## config.mk

```make
export PLATFORM = sky130hd
export DESIGN_NAME = sd_dat_tx_flat
export DESIGN_NICKNAME = d
export VERILOG_FILES = /design/src/rtl/sd_dat_tx_pkg.sv /design/src/rtl/sd_dat_tx_if.sv /design/src/rtl/sd_crc16.sv /design/src/rtl/sd_dat_tx.sv /design/src/flat_wrapper.sv
export SDC_FILE = /design/constraint.sdc
export NUM_CORES = 1
export LEC_CHECK = 0
export CAP_MARGIN = 0
export CORE_MARGIN = 2
export CORE_UTILIZATION = 60
export DETAILED_ROUTE_END_ITERATION = 10
export GPL_ROUTABILITY_DRIVEN = 0
export MAX_ROUTING_LAYER = met4
export PLACE_DENSITY_LB_ADDON = 0.1
export SLEW_MARGIN = 0
export SYNTH_ARGS = -nofsm -noshare
export SYNTH_HDL_FRONTEND = slang
export SYNTH_SLANG_ARGS = --single-unit
```

## constraint.sdc

```tcl
create_clock -name sd_clk -period 3.75 [get_ports sd_clk]
set_clock_uncertainty 0.05 [all_clocks]
set_input_delay 0.75 -clock sd_clk [delete_from_list [all_inputs] [get_ports sd_clk]]
set_output_delay 0.75 -clock sd_clk [all_outputs]
set_load 0.01 [all_outputs]
```

## src/rtl/sd_dat_tx_pkg.sv

```systemverilog
// sd_dat_tx shared definitions: FSM states, CRC polynomial, idle line level.
// Optional 1-bit bus mode is enabled by defining SD_DAT_TX_BUS1_EN.
package sd_dat_tx_pkg;

   typedef enum logic [2:0] {
      SD_TX_IDLE  = 3'd0,
      SD_TX_START = 3'd1,
      SD_TX_DATA  = 3'd2,
      SD_TX_CRC   = 3'd3,
      SD_TX_END   = 3'd4
   } sd_tx_state_e;

   localparam logic [15:0] SD_CRC16_POLY = 16'h1021;
   localparam logic [3:0]  SD_DAT_IDLE   = 4'hF;

   // Line values for one data cycle: nibble (high first) or a single bit on DAT[0].
   function automatic logic [3:0] dat_bits(input logic [7:0] b, input logic [2:0] ph,
                                           input logic w1);
      logic [3:0] r;
      if (w1) r = {3'b111, b[~ph]};
      else    r = ph[0] ? b[3:0] : b[7:4];
      return r;
   endfunction

endpackage

```

## src/rtl/sd_dat_tx_if.sv

```systemverilog
// Host-side handshake and pad bus of sd_dat_tx.
// bus_width_1 exists only when SD_DAT_TX_BUS1_EN is defined.
interface sd_dat_tx_if #(parameter int unsigned BLK_LEN_W = 12);

   logic                 start;
   logic [BLK_LEN_W-1:0] blk_len;
   logic [7:0]           data_in;
   logic                 data_valid;
   logic                 data_ready;
   logic [3:0]           DAT_dout;
   logic                 DAT_oe;
   logic                 busy;
   logic                 done;
   logic                 underrun;
`ifdef SD_DAT_TX_BUS1_EN
   logic                 bus_width_1;

   modport master (output start, blk_len, data_in, data_valid, bus_width_1,
                   input  data_ready, DAT_dout, DAT_oe, busy, done, underrun);
   modport slave  (input  start, blk_len, data_in, data_valid, bus_width_1,
                   output data_ready, DAT_dout, DAT_oe, busy, done, underrun);
`else
   modport master (output start, blk_len, data_in, data_valid,
                   input  data_ready, DAT_dout, DAT_oe, busy, done, underrun);
   modport slave  (input  start, blk_len, data_in, data_valid,
                   output data_ready, DAT_dout, DAT_oe, busy, done, underrun);
`endif

endinterface

```

## src/rtl/sd_crc16.sv

```systemverilog
// Serial CRC16 (x^16+x^12+x^5+1, init 0) for one DAT line.
module sd_crc16
   import sd_dat_tx_pkg::*;
(
   input  logic        sd_clk,
   input  logic        rst,
   input  logic        clr,
   input  logic        en,
   input  logic        bit_in,
   output logic [15:0] crc
);

   logic fb;

   assign fb = bit_in ^ crc[15];

   // Shift one data bit into the remainder; clear has priority.
   always_ff @(posedge sd_clk or posedge rst) begin
      if (rst)      crc <= '0;
      else if (clr) crc <= '0;
      else if (en)  crc <= {crc[14:0], 1'b0} ^ (fb ? SD_CRC16_POLY : 16'h0000);
   end

endmodule

```

## src/rtl/sd_dat_tx.sv

```systemverilog
// SD DAT-line block transmitter: start bit, data, per-line CRC16, end bit.
// Define SD_DAT_TX_BUS1_EN to add the latched 1-bit bus mode (bus_width_1).
module sd_dat_tx
   import sd_dat_tx_pkg::*;
#(
   parameter int unsigned BLK_LEN_W = 12
)(
   input logic        sd_clk,
   input logic        rst,
   sd_dat_tx_if.slave bus
);

   localparam int unsigned PH_W  = 3;
   localparam int unsigned CNT_W = 4;
   localparam int unsigned LINES = 4;

   sd_tx_state_e         state_q, state_d;
   logic [BLK_LEN_W-1:0] bytes_q, bytes_d;
   logic [PH_W-1:0]      phase_q, phase_d;
   logic [7:0]           byte_q, byte_d;
   logic [CNT_W-1:0]     crc_cnt_q, crc_cnt_d;
   logic [3:0]           dout_q, dout_d;
   logic                 oe_q, oe_d;
   logic                 ready_q, ready_d;
   logic                 busy_q, busy_d;
   logic                 done_q, done_d;
   logic                 underrun_q, underrun_d;
   logic                 crc_clr;
   logic [LINES-1:0]     crc_en;
   logic [LINES-1:0]     crc_bit;
   logic [15:0]          crc_v [LINES];
   logic [PH_W-1:0]      last_ph;
   logic                 starve;

`ifdef SD_DAT_TX_BUS1_EN
   logic w1_q, w1_d;
`else
   logic w1_q;
   assign w1_q = 1'b0;
`endif

   assign last_ph = w1_q ? PH_W'(7) : PH_W'(1);
   assign starve  = ready_q & ~bus.data_valid;

   // One CRC per DAT line, fed with the value about to be driven on that line.
   for (genvar g = 0; g < LINES; g++) begin : g_crc
      sd_crc16 u_crc (
         .sd_clk (sd_clk),
         .rst    (rst),
         .clr    (crc_clr),
         .en     (crc_en[g]),
         .bit_in (crc_bit[g]),
         .crc    (crc_v[g])
      );
   end

   // Next state, then registered outputs derived from the state being entered.
   always_comb begin
      state_d    = state_q;
      bytes_d    = bytes_q;
      phase_d    = phase_q;
      byte_d     = byte_q;
      crc_cnt_d  = crc_cnt_q;
`ifdef SD_DAT_TX_BUS1_EN
      w1_d       = w1_q;
`endif
      dout_d     = SD_DAT_IDLE;
      oe_d       = 1'b0;
      ready_d    = 1'b0;
      busy_d     = 1'b0;
      done_d     = 1'b0;
      underrun_d = 1'b0;
      crc_clr    = 1'b0;
      crc_en     = '0;
      crc_bit    = '0;

      unique case (state_q)
         SD_TX_IDLE: begin
            if (bus.start && (bus.blk_len != '0)) begin
               state_d = SD_TX_START;
               bytes_d = bus.blk_len;
               crc_clr = 1'b1;
`ifdef SD_DAT_TX_BUS1_EN
               w1_d    = bus.bus_width_1;
`endif
            end
         end
         SD_TX_START: begin
            if (starve) begin
               state_d    = SD_TX_IDLE;
               underrun_d = 1'b1;
               crc_clr    = 1'b1;
            end else begin
               state_d = SD_TX_DATA;
               byte_d  = bus.data_in;
               phase_d = '0;
            end
         end
         SD_TX_DATA: begin
            if (starve) begin
               state_d    = SD_TX_IDLE;
               underrun_d = 1'b1;
               crc_clr    = 1'b1;
            end else if (phase_q == last_ph) begin
               if (bytes_q == BLK_LEN_W'(1)) begin
                  state_d   = SD_TX_CRC;
                  crc_cnt_d = '0;
               end else begin
                  bytes_d = bytes_q - BLK_LEN_W'(1);
                  byte_d  = bus.data_in;
                  phase_d = '0;
               end
            end else begin
               phase_d = phase_q + PH_W'(1);
            end
         end
         SD_TX_CRC: begin
            if (crc_cnt_q == '1) state_d = SD_TX_END;
            else                 crc_cnt_d = crc_cnt_q + CNT_W'(1);
         end
         SD_TX_END: begin
            state_d = SD_TX_IDLE;
            done_d  = 1'b1;
            crc_clr = 1'b1;
         end
         default: state_d = SD_TX_IDLE;
      endcase

      oe_d   = (state_d != SD_TX_IDLE);
      busy_d = oe_d;

      unique case (state_d)
         SD_TX_START: begin
            dout_d  = 4'h0;
            ready_d = 1'b1;
         end
         SD_TX_DATA: begin
            dout_d  = dat_bits(byte_d, phase_d, w1_q);
            crc_en  = w1_q ? 4'b0001 : 4'b1111;
            crc_bit = dout_d;
            ready_d = (phase_d == last_ph) && (bytes_d != BLK_LEN_W'(1));
         end
         SD_TX_CRC: begin
            // CRC sent MSB first: bit index is 15 - count.
            for (int i = 0; i < LINES; i++) dout_d[i] = crc_v[i][~crc_cnt_d];
            if (w1_q) dout_d[3:1] = 3'b111;
         end
         default: dout_d = SD_DAT_IDLE;
      endcase
   end

   // State and output registers.
   always_ff @(posedge sd_clk or posedge rst) begin
      if (rst) begin
         state_q    <= SD_TX_IDLE;
         bytes_q    <= '0;
         phase_q    <= '0;
         byte_q     <= '0;
         crc_cnt_q  <= '0;
         dout_q     <= SD_DAT_IDLE;
         oe_q       <= 1'b0;
         ready_q    <= 1'b0;
         busy_q     <= 1'b0;
         done_q     <= 1'b0;
         underrun_q <= 1'b0;
`ifdef SD_DAT_TX_BUS1_EN
         w1_q       <= 1'b0;
`endif
      end else begin
         state_q    <= state_d;
         bytes_q    <= bytes_d;
         phase_q    <= phase_d;
         byte_q     <= byte_d;
         crc_cnt_q  <= crc_cnt_d;
         dout_q     <= dout_d;
         oe_q       <= oe_d;
         ready_q    <= ready_d;
         busy_q     <= busy_d;
         done_q     <= done_d;
         underrun_q <= underrun_d;
`ifdef SD_DAT_TX_BUS1_EN
         w1_q       <= w1_d;
`endif
      end
   end

   assign bus.DAT_dout   = dout_q;
   assign bus.DAT_oe     = oe_q;
   assign bus.data_ready = ready_q;
   assign bus.busy       = busy_q;
   assign bus.done       = done_q;
   assign bus.underrun   = underrun_q;

endmodule

```

## src/flat_wrapper.sv

```systemverilog
// flat-port wrapper written by rule: the top's interface ports become plain ports
module sd_dat_tx_flat import sd_dat_tx_pkg::*;
#(
   parameter int unsigned BLK_LEN_W = 12
)
  (sd_clk, rst, bus_start, bus_blk_len, bus_data_in, bus_data_valid, bus_data_ready, bus_DAT_dout, bus_DAT_oe, bus_busy, bus_done, bus_underrun);
  sd_dat_tx_if #(.BLK_LEN_W(BLK_LEN_W)) bus_i ();
  input logic sd_clk;
  input logic rst;
  input wire logic [$bits(bus_i.start)-1:0] bus_start;
  input wire logic [$bits(bus_i.blk_len)-1:0] bus_blk_len;
  input wire logic [$bits(bus_i.data_in)-1:0] bus_data_in;
  input wire logic [$bits(bus_i.data_valid)-1:0] bus_data_valid;
  output wire logic [$bits(bus_i.data_ready)-1:0] bus_data_ready;
  output wire logic [$bits(bus_i.DAT_dout)-1:0] bus_DAT_dout;
  output wire logic [$bits(bus_i.DAT_oe)-1:0] bus_DAT_oe;
  output wire logic [$bits(bus_i.busy)-1:0] bus_busy;
  output wire logic [$bits(bus_i.done)-1:0] bus_done;
  output wire logic [$bits(bus_i.underrun)-1:0] bus_underrun;
  assign bus_i.start = bus_start;
  assign bus_i.blk_len = bus_blk_len;
  assign bus_i.data_in = bus_data_in;
  assign bus_i.data_valid = bus_data_valid;
  assign bus_data_ready = bus_i.data_ready;
  assign bus_DAT_dout = bus_i.DAT_dout;
  assign bus_DAT_oe = bus_i.DAT_oe;
  assign bus_busy = bus_i.busy;
  assign bus_done = bus_i.done;
  assign bus_underrun = bus_i.underrun;
  sd_dat_tx #(.BLK_LEN_W(BLK_LEN_W)) u_core (.sd_clk(sd_clk), .rst(rst), .bus(bus_i));
endmodule
```

==> reports/qor.csv <==
stage;metric;value;unit
yosys;EDFF count, synth;0;
detailed_routing;aggregate routed wire length;12000;um
yosys;Synth Warn #;0;
clock_tree;H-tree levels;3;
final_layout;Final nets;525;
global_route;initial antenna violation count;0;
timing;final setup violating endpoints;0;
yosys;top-area cell type share of the netlist area;0.458;
detailed_routing;First DRT Iteration DRCs;302;
worst_setup_path;Worst Setup Start Kind;register;
die;Ports;33;
clock_tree;TritonCTS clock tree;yes;
power_and_ir_drop;Gate power share;0.563;
detailed_routing;Pre-antenna DRT Iters;5;
clock_tree;CTS buffer count;9;
power_and_ir_drop;pwr/cell area;985;mW/mm^2
global_route;global-route wire length before repair;20300;um
placed_design;post-DP HPWL;8330;um
final_layout;final core utilization;0.695;
die;Die Span Y;98.5;um
placed_design;Buffers on Ports;32;
yosys;syn nets;496;
clock_tree;clk buf depth;2;
timing;Slew HR;0.267;
clock_tree;CTS Hold Bufs;0;
detailed_routing;Vias/cell;6.60;
worst_setup_path;CP max-delay cell;o41ai_4;
worst_setup_path;Req. time, crit path;3970;ps
yosys;Mapped Cells;467;
timing;RSZ-0062 raised after global routing;no;
worst_hold_path;hold path depth;1;
worst_setup_path;critical setup path kind;reg2reg;
power_and_ir_drop;Leak;2.66;nW
yosys;Yosys cell types;71;
global_route;grt ovf;0;
die;Rows;34;
yosys;Cell Area, Synth;0.00536;sq mm
timing;Fin Hold WS;484;ps
yosys;Synth Register Bits;102;
yosys;Seq/Total Area, Yosys;0.477;
die;Core ar.;0.00868;sq mm
final_layout;synthesis-to-layout area growth;12.6;%
global_route;Global Route Usage Sum;0.270;
die;Horiz. Die Dim;98.5;um
yosys;Primary FF master, synth;dfrtp_1;
clock_tree;Clock Latency Late Sink;370;ps
yosys;Mapped Avg Cell Area;11.5;sq um
clock_tree;clock transition at the registers of the reported paths;110;ps
final_layout;layout cells sized above 1;0.164;
detailed_routing;vias post-DR;4018;
timing;Final Max Slew Viols;0;
worst_setup_path;Buf/Inv on CP;1;
worst_setup_path;kind of cell adding the most delay to the critical path;compound AO/OA/AOI/OAI gates;
power_and_ir_drop;Clk network pwr share;0.115;
clock_tree;clk sink count;102;
yosys;Synth area leader;dfrtp_1;
die;die area;0.00970;sq mm
global_route;vias in the first global route;4051;
power_and_ir_drop;Peak VDD IR;0.555;mV
final_layout;fillers;640;
timing;fmax;0.302;GHz
timing;worst slew pin tran;1070;ps
timing;period utilization;0.883;
die;Initial Util;0.617;
worst_setup_path;Max stage delay on crit path;670;ps
worst_hold_path;Min-Delay Path Class;reg2reg;
outcome;status;finished, final reports clean;
power_and_ir_drop;Seq pwr share;0.323;
power_and_ir_drop;Net Switching;0.00265;W
power_and_ir_drop;Int Pwr;0.00329;W
yosys;asr flop ratio synth;1.00;
timing;TNS Setup;0;ps
timing;final hold vios;0;
clock_tree;Setup Fix Bufs, Post-CTS;0;
worst_setup_path;cell count along the critical path;9;
worst_setup_path;register-to-register setup slack;440;ps
clock_tree;CTS Root Buffer Type;clkbuf_8;
worst_setup_path;crit path max fanout;8;
detailed_routing;drt drc;0;
global_route;largest net degree at the start of global routing;55;
power_and_ir_drop;Sw Ratio;0.446;
worst_setup_path;crit path capture type;register;
yosys;top-count cell post-synth;dfrtp_1;
timing;Tmin final;3310;ps
worst_setup_path;CP arrival;3530;ps
yosys;top cells by area, synth;dfrtp_1 (46%), a22o_1 (10%), mux4_2 (6.7%);
job;MaxCap Viol Count;0;
worst_setup_path;CP Cell Sequence;inv_1 -> ha_1 -> nor3b_1 -> nand2_1 -> o41ai_4 -> mux2_2 -> mux2i_2 -> xnor2_1 -> a22o_1;
clock_tree;CTS resizes;0;
detailed_routing;Avg WL per Cell;19.7;um
worst_setup_path;FF-to-FF path depth;9;
detailed_routing;Post-DRT Antenna Nets;0;
final_layout;# diodes;0;
yosys;Post-synth top cells;dfrtp_1 (98), a22o_1 (64), inv_1 (26);
## power groups by stage
stage               Combinational (W)  Sequential (W)  Clock (W)
floorplan                     0.00259         0.00180          0
global placement              0.00325         0.00191          0
detailed placement            0.00333         0.00192          0
CTS                           0.00334         0.00191   0.000706
global route                  0.00363         0.00197   0.000753
finish                        0.00334         0.00192   0.000680
## worst register-to-register path, stage by stage (launching register included)
cell	delay, ps
dfrtp_1	420
inv_1	110
ha_1	150
nor3b_1	390
nand2_1	230
o41ai_4	680
mux2_2	440
mux2i_2	420
xnor2_1	150
a22o_1	190
## registers in the layout, indices dropped and copies added, names as in the netlist
register                count
u_core.phase_q              3
u_core.crc_cnt_q            4
u_core.byte_q               8
u_core.state_q              3
u_core.bus.DAT_oe           1
u_core.g_crc.u_crc.crc     64
u_core.bus.underrun         1
u_core.bus.DAT_dout         4
u_core.bus.data_ready       1
u_core.bytes_q             12
u_core.bus.done             1
## layer usage
layer | GRT usage | wire (um) | part of all wire
met1 | 0.367 | 5240 | 0.44
met2 | 0.420 | 5880 | 0.49
met3 | 0.0525 | 688 | 0.057
met4 | 0.0811 | 184 | 0.015
met5 | - | 0 | 0
## cell type report
| cell class | instances | area [sq um] | share of cell area |
|---|---|---|---|
| clock buffers | 9 | 124 | 0.0205 |
| repair buffers | 48 | 465 | 0.0772 |
| flip-flops and latches | 102 | 2560 | 0.424 |
| multi-input cells | 308 | 2570 | 0.426 |
| clock inverters | 7 | 77.6 | 0.0129 |
| well taps | 108 | 135 | 0.0224 |
| inverters | 27 | 104 | 0.0172 |
## per-stage QoR
step | cell area, sq um | power, W | std cells | worst slack, ps
after floorplan | 5360 | 0.00439 | 467 | 281
after global placement | 5830 | 0.00516 | 593 | 304
after detailed placement | 5830 | 0.00526 | 593 | 256
after CTS | 6030 | 0.00596 | 609 | 482
after global routing | 6030 | 0.00635 | 609 | 291
final | 6030 | 0.00594 | 609 | 440
## logic make-up (layout without fill, tap and decap cells)
logic type / count (synthesis) / after routing / share of synthesized area
adders and majority gates: 5 / 5 / 0.0117
AOI/OAI and AO/OA: 139 / 139 / 0.211
muxes: 28 / 28 / 0.0944
buffers and inverters: 57 / 91 / 0.0453
xor gates and xnor gates: 22 / 22 / 0.0360
and+or+nand+nor: 114 / 114 / 0.124
DFF: 102 / 102 / 0.477
## worst paths after layout
check	startpoint	to
max	u_core.bytes_q[1]	u_core.g_crc[3].u_crc.crc[5]
min in group asynchronous	rst	u_core.byte_q[5]
min	u_core.g_crc[1].u_crc.crc[7]	u_core.g_crc[1].u_crc.crc[7]
min reg2reg	u_core.g_crc[1].u_crc.crc[7]	u_core.g_crc[1].u_crc.crc[7]
max in group asynchronous	rst	u_core.bus.DAT_dout[0]
max reg2reg	u_core.bytes_q[1]	u_core.g_crc[3].u_crc.crc[5]
## cell usage in the layout (no fill, tap or decap), types with 3 or more instances in the layout
cell type	count
o21bai_1	3
clkbuf_8	9
o21ai_0	11
mux4_2	16
nor3_1	9
buf_4	14
a221o_1	4
dfstp_2	4
nand2b_1	4
mux2_2	8
nand2_1	23
nor2_1	17
ha_1	5
a21o_1	5
nor4_1	4
a22o_1	64
nand4_1	3
nand3_1	15
a22oi_1	8
mux2i_2	4
inv_1	25
nor2b_1	4
xnor2_1	18
clkdlybuf4s50_1	32
o21ai_1	3
xor2_1	4
a21oi_1	13
dfrtp_1	98
or4_1	4
a31oi_1	6
o31ai_1	4
and2_1	4
No activity file was read; power rests on OpenSTA's default activity.
